===== config.mk =====
export PLATFORM = sky130hd
export DESIGN_NAME = cdb_arbiter
export DESIGN_NICKNAME = d
export VERILOG_FILES = /design/src/rtl/sys_defs.sv /design/src/rtl/cdb_rr_picker.sv /design/src/rtl/cdb_arbiter.sv
export SDC_FILE = /design/constraint.sdc
export NUM_CORES = 1
export LEC_CHECK = 0
export CAP_MARGIN = 25
export CORE_UTILIZATION = 35
export CTS_CLUSTER_DIAMETER = 100
export DETAILED_ROUTE_END_ITERATION = 8
export GPL_TIMING_DRIVEN = 0
export PLACE_DENSITY = 0.54
export SLEW_MARGIN = 20
export SYNTH_ARGS = -nofsm -noshare
export SYNTH_HDL_FRONTEND = slang
export SYNTH_SLANG_ARGS = --single-unit

===== constraint.sdc =====
create_clock -name clock -period 25.6 [get_ports clock]
set_clock_uncertainty 0.2 [all_clocks]
set_input_delay 5.12 -clock clock [delete_from_list [all_inputs] [get_ports clock]]
set_output_delay 5.12 -clock clock [all_outputs]
set_load 0.1 [all_outputs]

===== src/rtl/sys_defs.sv =====
// Shared ROB/CDB definitions: tag type, CDB packet layout and the ROB age helper.
package sys_defs;

  localparam int SYS_TAG_W  = 4;
  localparam int SYS_ROB_SZ = 8;

  typedef logic [SYS_TAG_W-1:0] ROB_TAG;

  typedef struct packed {
    logic        valid;
    ROB_TAG      tag;
    logic [31:0] value;
    logic        mispred;
    logic [31:0] branch_loc;
  } cdb_packet_t;

  // Distance of a tag from the ROB head; tags wrap over 1..rob_sz.
  function automatic int unsigned rob_age(input ROB_TAG tag, input ROB_TAG head,
                                          input int unsigned rob_sz);
    int unsigned t;
    int unsigned h;
    t = 32'(tag);
    h = 32'(head);
    return (t >= h) ? (t - h) : (t + rob_sz - h);
  endfunction

endpackage


===== src/rtl/cdb_rr_picker.sv =====
// Round-robin picker: first requester at or after ptr, scanning upward with wrap.
module cdb_rr_picker #(
  parameter int NUM_FU = 4,
  parameter int PTR_W  = 2
) (
  input  logic [NUM_FU-1:0] req,
  input  logic [PTR_W-1:0]  ptr,
  output logic [NUM_FU-1:0] grant
);

  int   idx;
  logic found;

  always_comb begin
    grant = '0;
    found = 1'b0;
    idx   = 0;
    for (int k = 0; k < NUM_FU; k++) begin
      idx = 32'(ptr) + k;
      if (idx >= NUM_FU) idx = idx - NUM_FU;
      if (!found && req[idx]) begin
        grant[idx] = 1'b1;
        found      = 1'b1;
      end
    end
  end

endmodule


===== src/rtl/cdb_arbiter.sv =====
// CDB arbiter: one holding buffer per FU, one broadcast per cycle, squash-aware.
// Define CDB_ARB_AGE_PRIO_EN to pick the oldest buffer instead of round-robin.
module cdb_arbiter
  import sys_defs::*;
#(
  parameter int NUM_FU = 4,
  parameter int ROB_SZ = 8,
  parameter int TAG_W  = 4
) (
  input  logic                           clock,
  input  logic                           reset,
  input  logic [NUM_FU-1:0]              fu_valid,
  input  logic [NUM_FU-1:0][TAG_W-1:0]   fu_tag,
  input  logic [NUM_FU-1:0][31:0]        fu_value,
  input  logic [NUM_FU-1:0]              fu_mispred,
  input  logic [NUM_FU-1:0][31:0]        fu_branch_loc,
  output logic [NUM_FU-1:0]              fu_ready,
  input  logic [TAG_W-1:0]               rob_head,
  input  logic                           squash_valid,
  input  logic [TAG_W-1:0]               squash_tag,
  output logic                           cdb_valid,
  output logic [TAG_W-1:0]               cdb_tag,
  output logic [31:0]                    cdb_value,
  output logic                           cdb_mispred,
  output logic [31:0]                    cdb_branch_loc
);

  localparam int PTR_W = (NUM_FU > 1) ? $clog2(NUM_FU) : 1;

  cdb_packet_t              buf_q [NUM_FU];
  cdb_packet_t              cdb_q;
  cdb_packet_t              win_pkt;
  logic [NUM_FU-1:0]        occ;
  logic [NUM_FU-1:0]        squash_hit;
  logic [NUM_FU-1:0]        cap_drop;
  logic [NUM_FU-1:0]        req;
  logic [NUM_FU-1:0]        grant;
  logic [NUM_FU-1:0]        capture;
  logic [PTR_W-1:0]         win_idx;
  logic                     any_grant;
  int unsigned              sq_age;

  // Squashed buffers are removed from the request set so they can never win.
  always_comb begin
    sq_age     = rob_age(squash_tag, rob_head, ROB_SZ);
    occ        = '0;
    squash_hit = '0;
    cap_drop   = '0;
    for (int i = 0; i < NUM_FU; i++) begin
      occ[i]        = buf_q[i].valid;
      squash_hit[i] = squash_valid && buf_q[i].valid &&
                      (rob_age(buf_q[i].tag, rob_head, ROB_SZ) > sq_age);
      cap_drop[i]   = squash_valid && (rob_age(fu_tag[i], rob_head, ROB_SZ) > sq_age);
    end
    req = occ & ~squash_hit;
  end

`ifdef CDB_ARB_AGE_PRIO_EN
  int unsigned best_age;
  int unsigned cur_age;
  logic        found;

  // Strict less-than keeps ties on the lowest index.
  always_comb begin
    grant    = '0;
    best_age = '0;
    cur_age  = '0;
    found    = 1'b0;
    for (int i = 0; i < NUM_FU; i++) begin
      cur_age = rob_age(buf_q[i].tag, rob_head, ROB_SZ);
      if (req[i] && (!found || cur_age < best_age)) begin
        grant    = '0;
        grant[i] = 1'b1;
        best_age = cur_age;
        found    = 1'b1;
      end
    end
  end
`else
  logic [PTR_W-1:0] ptr_q;

  cdb_rr_picker #(
    .NUM_FU (NUM_FU),
    .PTR_W  (PTR_W)
  ) u_picker (
    .req   (req),
    .ptr   (ptr_q),
    .grant (grant)
  );

  always_ff @(posedge clock or posedge reset) begin
    if (reset)
      ptr_q <= '0;
    else if (any_grant)
      ptr_q <= (32'(win_idx) == NUM_FU - 1) ? '0 : win_idx + 1'b1;
  end
`endif

  always_comb begin
    win_pkt = '0;
    win_idx = '0;
    for (int i = 0; i < NUM_FU; i++) begin
      if (grant[i]) begin
        win_pkt = buf_q[i];
        win_idx = PTR_W'(i);
      end
    end
    any_grant = |grant;
  end

  // A granted buffer frees up in the same cycle, so its FU may refill it.
  assign fu_ready = ~occ | grant;

  always_comb begin
    capture = '0;
    for (int i = 0; i < NUM_FU; i++)
      capture[i] = fu_valid[i] && fu_ready[i] && (fu_tag[i] != '0) && !cap_drop[i];
  end

  always_ff @(posedge clock or posedge reset) begin
    if (reset) begin
      for (int i = 0; i < NUM_FU; i++) buf_q[i] <= '0;
    end else begin
      for (int i = 0; i < NUM_FU; i++) begin
        if (capture[i])
          buf_q[i] <= '{valid: 1'b1, tag: fu_tag[i], value: fu_value[i],
                        mispred: fu_mispred[i], branch_loc: fu_branch_loc[i]};
        else if (grant[i] || squash_hit[i])
          buf_q[i] <= '0;
      end
    end
  end

  // win_pkt is all-zero when nothing is granted, which idles the bus.
  always_ff @(posedge clock or posedge reset) begin
    if (reset) cdb_q <= '0;
    else       cdb_q <= win_pkt;
  end

  assign cdb_valid      = cdb_q.valid;
  assign cdb_tag        = cdb_q.tag;
  assign cdb_value      = cdb_q.value;
  assign cdb_mispred    = cdb_q.mispred;
  assign cdb_branch_loc = cdb_q.branch_loc;

endmodule


# Word level (Yosys, flattened, before mapping)
# Index checks and enable logic that the tools add are counted.
[classes] n_bitwise=7 n_reduce_logical=51 muxes=56 n_eq_ne=1 addsub=35 n_lt_le_gt_ge=29
[ops] op="$mux W70" n=12
[ops] op="$mux W32" n=13
[ops] op="$gt A32 B32 Y1" n=8
[ops] op="$ge A32 B1 Y1 const B" n=4
[ops] op="$lt A32 B4 Y1 const B" n=4
[ops] op="$ge A32 B4 Y1 const B" n=3
[ops] op="$sub A32 B4 Y32 const B" n=3
[ops] op="$sub A5 B4 Y6" n=9
[ops] op="$add A4 B4 Y5 const B" n=9
[ops] op="$sub A4 B4 Y5" n=9
[ops] op="$ge A4 B4 Y1" n=9
[ops] op="$logic_and A1 B1 Y1" n=31
[ops] op="$mux W1" n=16
[ops] op="$mux W4" n=4
[ops] op="$or A4 B4 Y4" n=4
[ops] op="$reduce_bool A4 Y1" n=4
[ops] op="$bmux W1 S2" n=4
[ops] op="$demux W1 S2" n=4
[ops] op="$not A4 Y4" n=2
[ops] op="$reduce_bool A2 Y1" n=4
[ops] op="$logic_not A1 Y1" n=7
[ops] op="$add A2 B2 Y3 const B" n=2
[ops] op="$mux W2" n=3
[ops] op="$and A4 B4 Y4" n=1
[ops] op="other kinds (7)" n=10
[word_totals] in_bits=291 register_bits=352

# Depth between registers and ports, before layout
[logic_depth] ltp_word=25 mapped_depth=24 ltp_nobuf=21

# Modules after synthesis
# A second synthesis with hierarchy kept.
[unflattened] hier_cells=2207 area_unflattened_um2=20812.5
[by_module_without_submodules] mod="cdb_arbiter" seq_area_each_um2=8808.4 area_each_um2=20454.6 instances=1 cells_per_inst=2169
[by_module_without_submodules] mod="cdb_rr_picker" seq_area_each_um2=0.0 area_each_um2=357.8 instances=1 cells_per_inst=38

# Least setup slack after synthesis
# Ideal clock, no wire load.
[synth_timing] kind="input-to-output" from="in rob_head[1]" to="out fu_ready[3]" n_path_buf=3 path_slack_ns=9.483 cell_stages=19 required_ns=20.280 arrival_time_ns=10.797 cell_sequence="inv_1 ha_1 fa_1 a21o_1 a21oi_2 a311oi_1 a21oi_1 ha_1 and3_1 nand3_1 o21ai_0 maj3_1 o221a_2 mux4_2 buf_2 a221oi_1 clkbuf_1 clkbuf_1 nand2_1"
[synth_between] elab_chain_cells=20 word_cells_on_any_way=59 classes_between="add/sub: 10; order compare: 9; mux: 24; bitwise: 6; reduce/logical: 10"
[synth_lines] element="from (decl)" line="cdb_arbiter.sv:18" text="input logic [TAG_W-1:0] rob_head,"
[synth_lines] element="$sub A5 B4 Y6, or another cell as far along" line="sys_defs.sv:24" text="return (t >= h) ? (t - h) : (t + rob_sz - h);"
[synth_lines] element="$mux W32" line="sys_defs.sv:24"
[synth_lines] element="$gt A32 B32 Y1" line="cdb_arbiter.sv:52" text="(rob_age(buf_q[i].tag, rob_head, ROB_SZ) > sq_age);"
[synth_lines] element="$logic_and A1 B1 Y1" line="cdb_arbiter.sv:51" text="squash_hit[i] = squash_valid && buf_q[i].valid &&"
[synth_lines] element="$not A4 Y4 (*)" line="cdb_arbiter.sv:55" text="req = occ & ~squash_hit;"
[synth_lines] element="$and A4 B4 Y4 (*)" line="cdb_arbiter.sv:55"
[synth_lines] element="$bmux W1 S2" line="cdb_rr_picker.sv:21" text="if (!found && req[idx]) begin"
[synth_lines] element="$mux W1 (implied by the code) (2 in a row)" line="cdb_rr_picker.sv:21"
[synth_lines] element="[3 not listed]"
[synth_lines] element="$mux W1" line="cdb_rr_picker.sv:21"
[synth_lines] element="$logic_not A1 Y1" line="cdb_rr_picker.sv:21"
[synth_lines] element="$logic_and A1 B1 Y1" line="cdb_rr_picker.sv:21"
[synth_lines] element="$mux W1" line="cdb_rr_picker.sv:21"
[synth_lines] element="$logic_not A1 Y1" line="cdb_rr_picker.sv:21"
[synth_lines] element="$logic_and A1 B1 Y1" line="cdb_rr_picker.sv:21"
[synth_lines] element="$mux W4 (*)" line="cdb_rr_picker.sv:21"
[synth_lines] element="$or A4 B4 Y4 (*)" line="cdb_arbiter.sv:112" text="assign fu_ready = ~occ | grant;"
[synth_lines] element="to (decl)" line="cdb_arbiter.sv:17" text="output logic [NUM_FU-1:0] fu_ready,"
# Mark *: on every way between the ends. The rest lies on a longest branch, timed or not. The select of a mux whose other input is x is not followed.

# Worst setup path in the final report
[layout_timing] from="in rob_head[2]" to="out fu_ready[3]"
# Same word-level chain as after synthesis.

==> impl_metrics.py <==
metrics = {
    "outcome": {
        "status": "finished, final reports clean",
    },
    "place": {
        "port_buffers": 364,
        "gp_congestion": 0.872,
        "dp_hpwl_mm": 55.0,
        "place_ws_ns": 6.14,
    },
    "logic_synthesis": {
        "syn_inst": 1869,
        "synth_cell_types": 65,
        "yosys.area.top_type": "dfrtp_1",
        "yosysSeqAreaShare_pct": 44.5,
        "ys_ff_latch": 352,
        "syn_nets": 2315,
        "synth_edf_count": 0,
        "synth_warnings": 0,
        "synth.top_cell.area_share_pct": 44.5,
        "ys.flop_type": "dfrtp_1",
        "async_reset_ff_share_pct": 100,
        "syn_area_per_cell_um2": 10.6,
        "syn_area_mm2": 0.0198,
        "synth.area.top_cells": "dfrtp_1 (44%), ha_1 (7.5%), a22o_1 (6.1%)",
    },
    "sta": {
        "final-max-slew-violation-count": 0,
        "hold_violations": 0,
        "setup_tns_ns": 0,
        "rsz0062_at_grt": "no",
        "fin_ws_ns": 6.09,
        "fmax_mhz": 51.3,
        "slew-limit-headroom_pct": 29.0,
        "period_share_pct": 76.2,
        "period_needed_ns": 19.51,
        "worst_pin_slew_ns": 1.06,
        "final-setup-viol-count": 0,
    },
    "grt": {
        "grt_pass1_wl_mm": 109,
        "grtUsageTotal_pct": 25.4,
        "first_global_vias": 17300,
        "grt_max_degree": 87,
        "overflow": 0,
        "antenna_found_initial": 22,
    },
    "setup_path": {
        "endpoint_kind": "output pin",
        "path_class": "in -> out",
        "critPathLaunchType": "primary input",
        "regToRegSetupSlack_ns": 18.41,
        "worstReg2RegEnd": "cdb_tag[3]",
        "worstRegToRegCells": 21,
        "required_ns": 20.28,
        "worst_path_max_delay_cell": "clkdlybuf4s50_1",
        "worstPathMaxFanout": 14,
        "path_cells": "clkdlybuf4s50_1 -> inv_1 -> ha_1 -> and3_4 -> a21oi_2 -> a311oi_1 -> a21oi_1 -> buf_4 -> ha_1 -> and3_1 -> o2111a_1 -> o211ai_1 -> o311ai_1 -> nor3_1 -> nor3_1 -> o211ai_1 -> nand3_1 -> a221oi_1 -> buf_2 -> clkbuf_1 -> clkbuf_1 -> nand2_1 -> clkdlybuf4s50_1",
        "crit_arrival_ns": 14.19,
        "r2r-start": "buf_q[276]",
        "max_stage_delay_ns": 1.01,
    },
    "clocking": {
        "post_cts_buffers": 0,
        "cts.path.max_buffers": 3,
        "ctsResizeCount": 0,
        "tritoncts": "built",
        "cts.sinks": 352,
        "ctsHoldBuffers": 0,
        "h-tree-depth": 2,
        "cts-buffers-inserted": 43,
        "cts_root_buffer": "clkbuf_16",
        "clkSlewWorstSetupHoldPaths_ns": 0.05,
        "clkLatencyLatePin_ns": 0.58,
    },
    "floorplanning": {
        "io_pins": 365,
        "row_count": 86,
        "start_util_pct": 35.7,
        "dieWidth_um": 240,
        "die_area_mm2": 0.0575,
        "core_mm2": 0.0555,
        "die_y_um": 240,
    },
    "min_path": {
        "hp-start": "buf_q[77]",
        "hold_end": "buf_q[77]",
        "hold_depth": 1,
        "hold_class": "reg -> reg",
    },
    "route": {
        "drt_iter0_drc": 1359,
        "ant_nets": 0,
        "first_pass_iters": 5,
        "via_per_inst": 5.48,
        "drt_wl_total_mm": 73.6,
        "drc": 0,
        "wire_per_inst_um": 23.9,
        "via_count": 16800,
    },
    "finish": {
        "final_nets": 2735,
        "multi_input_area_mm2": 0.00992,
        "drive_gt1_share_pct": 8.23,
        "fillers": 5259,
        "seqCellArea_mm2": 0.00881,
        "synthToLayoutAreaGrowth_pct": 31.8,
    },
    "flow_run": {
        "drv_cap": 0,
    },
}
==> layer usage <==
layer  up-vias  track usage, %  wire length, µm
li1       7621               -                -
met1      8516            33.7            32300
met2       533            41.2            34400
met3       136            5.68             4760
met4        30            7.60             1980
met5         -               0              187
==> synthesized netlist by cell type, types with 11 or more instances <==
cell type and n:
nor2b_1 12, clkbuf_1 97, buf_2 22, a21oi_1 34, ha_1 119, dfrtp_1 352, xnor2_1 19, nand3_1 99
inv_1 154, a21o_1 24, fa_1 36, xor2_1 16, o21a_1 11, o32ai_1 70, a31oi_1 80, o21ai_0 34
mux2i_1 76, o211ai_1 14, nand2b_1 13, a22o_1 138, nand2_1 172, mux2_1 11, mux2_2 59, nor3b_1 71
nor2_1 29
==> worst max-delay path: cells and delay by family <==
| family | cells | cell delay (ns) |
|---|---|---|
| AO/OA/AOI/OAI | 8 | 2.29 |
| buffers and inverters | 7 | 4.28 |
| adder cells (fa/ha/maj) | 2 | 0.71 |
| AND/OR/NAND/NOR | 6 | 1.77 |
==> layout by cell type (no fill, tap or decap), drive strengths merged, types with 6 or more instances in the layout <==
master         count
a21o              24
a21oi             35
a22o             138
a31oi             80
and2               6
and3               9
buf               41
clkbuf           162
clkdlybuf4s50    363
clkinv             7
dfrtp            352
diode              6
fa                36
ha               119
inv              157
mux2              70
mux2i             76
nand2            172
nand2b            13
nand3             99
nor2              29
nor2b             12
nor3               8
nor3b             71
o211ai            14
o21a              11
o21ai             37
o32ai             70
xnor2             19
xor2              16
==> cells by family (layout without fill, tap and decap cells) <==
family                     after synthesis  count (layout)  synth area share [%]
AOI/OAI and AO/OA                      461             461                  17.9
xor gates and xnor gates                35              35                  1.55
adders and majority gates              159             159                  11.4
buffers and inverters                  280             732                  5.71
DFF                                    352             352                  44.5
muxes                                  147             147                  7.94
other                                    0               6                     0
and+or+nand+nor                        435             435                  11.1
==> layout make-up <==
class                      count  share of cell area (%)
clock inverter                12                   0.523
buffer                       126                    2.12
inverter                     154                    2.24
antenna                        6                  0.0575
multi-input combinational   1237                    38.0
sequential                   352                    33.8
timing repair buffer         375                    14.7
tap                          748                    3.59
clock buffer                  65                    5.02
==> per-stage QoR <==
stage / hold WS, ns / cell area, µm² / utilization [%] / instances
after floorplan: 0.273 / 19800 / - / 1869
after global placement: 0.288 / 24400 / 43.9 / 2981
after detailed placement: 0.293 / 24600 / 44.4 / 2992
after CTS: 0.308 / 26100 / 47.0 / 3069
after global routing: 0.315 / 26100 / 47.0 / 3069
final: 0.304 / 26100 / 47.0 / 3075
==> worst max path at each step <==
stage,from,endpoint,slack [ns],depth (start not counted)
6_report,rob_head[2],fu_ready[3],6.09,23
3_3_place_gp,rob_head[3],fu_ready[3],4.96,21
5_1_grt,rob_head[2],fu_ready[3],5.55,23
3_5_place_dp,rob_head[2],fu_ready[3],6.14,23
4_1_cts,rob_head[2],fu_ready[3],6.13,23
2_1_floorplan,rob_head[1],fu_ready[3],9.48,19
==> registers in the layout, indices dropped and copies added (netlist names) <==
name,count
buf_q,280
cdb_branch_loc,32
cdb_value,32
cdb_tag,4
ptr_q,2
cdb_mispred,1
cdb_valid,1
Power is not shown: default switching activity piles up to over one toggle a cycle in this logic, so the estimate is an artifact.
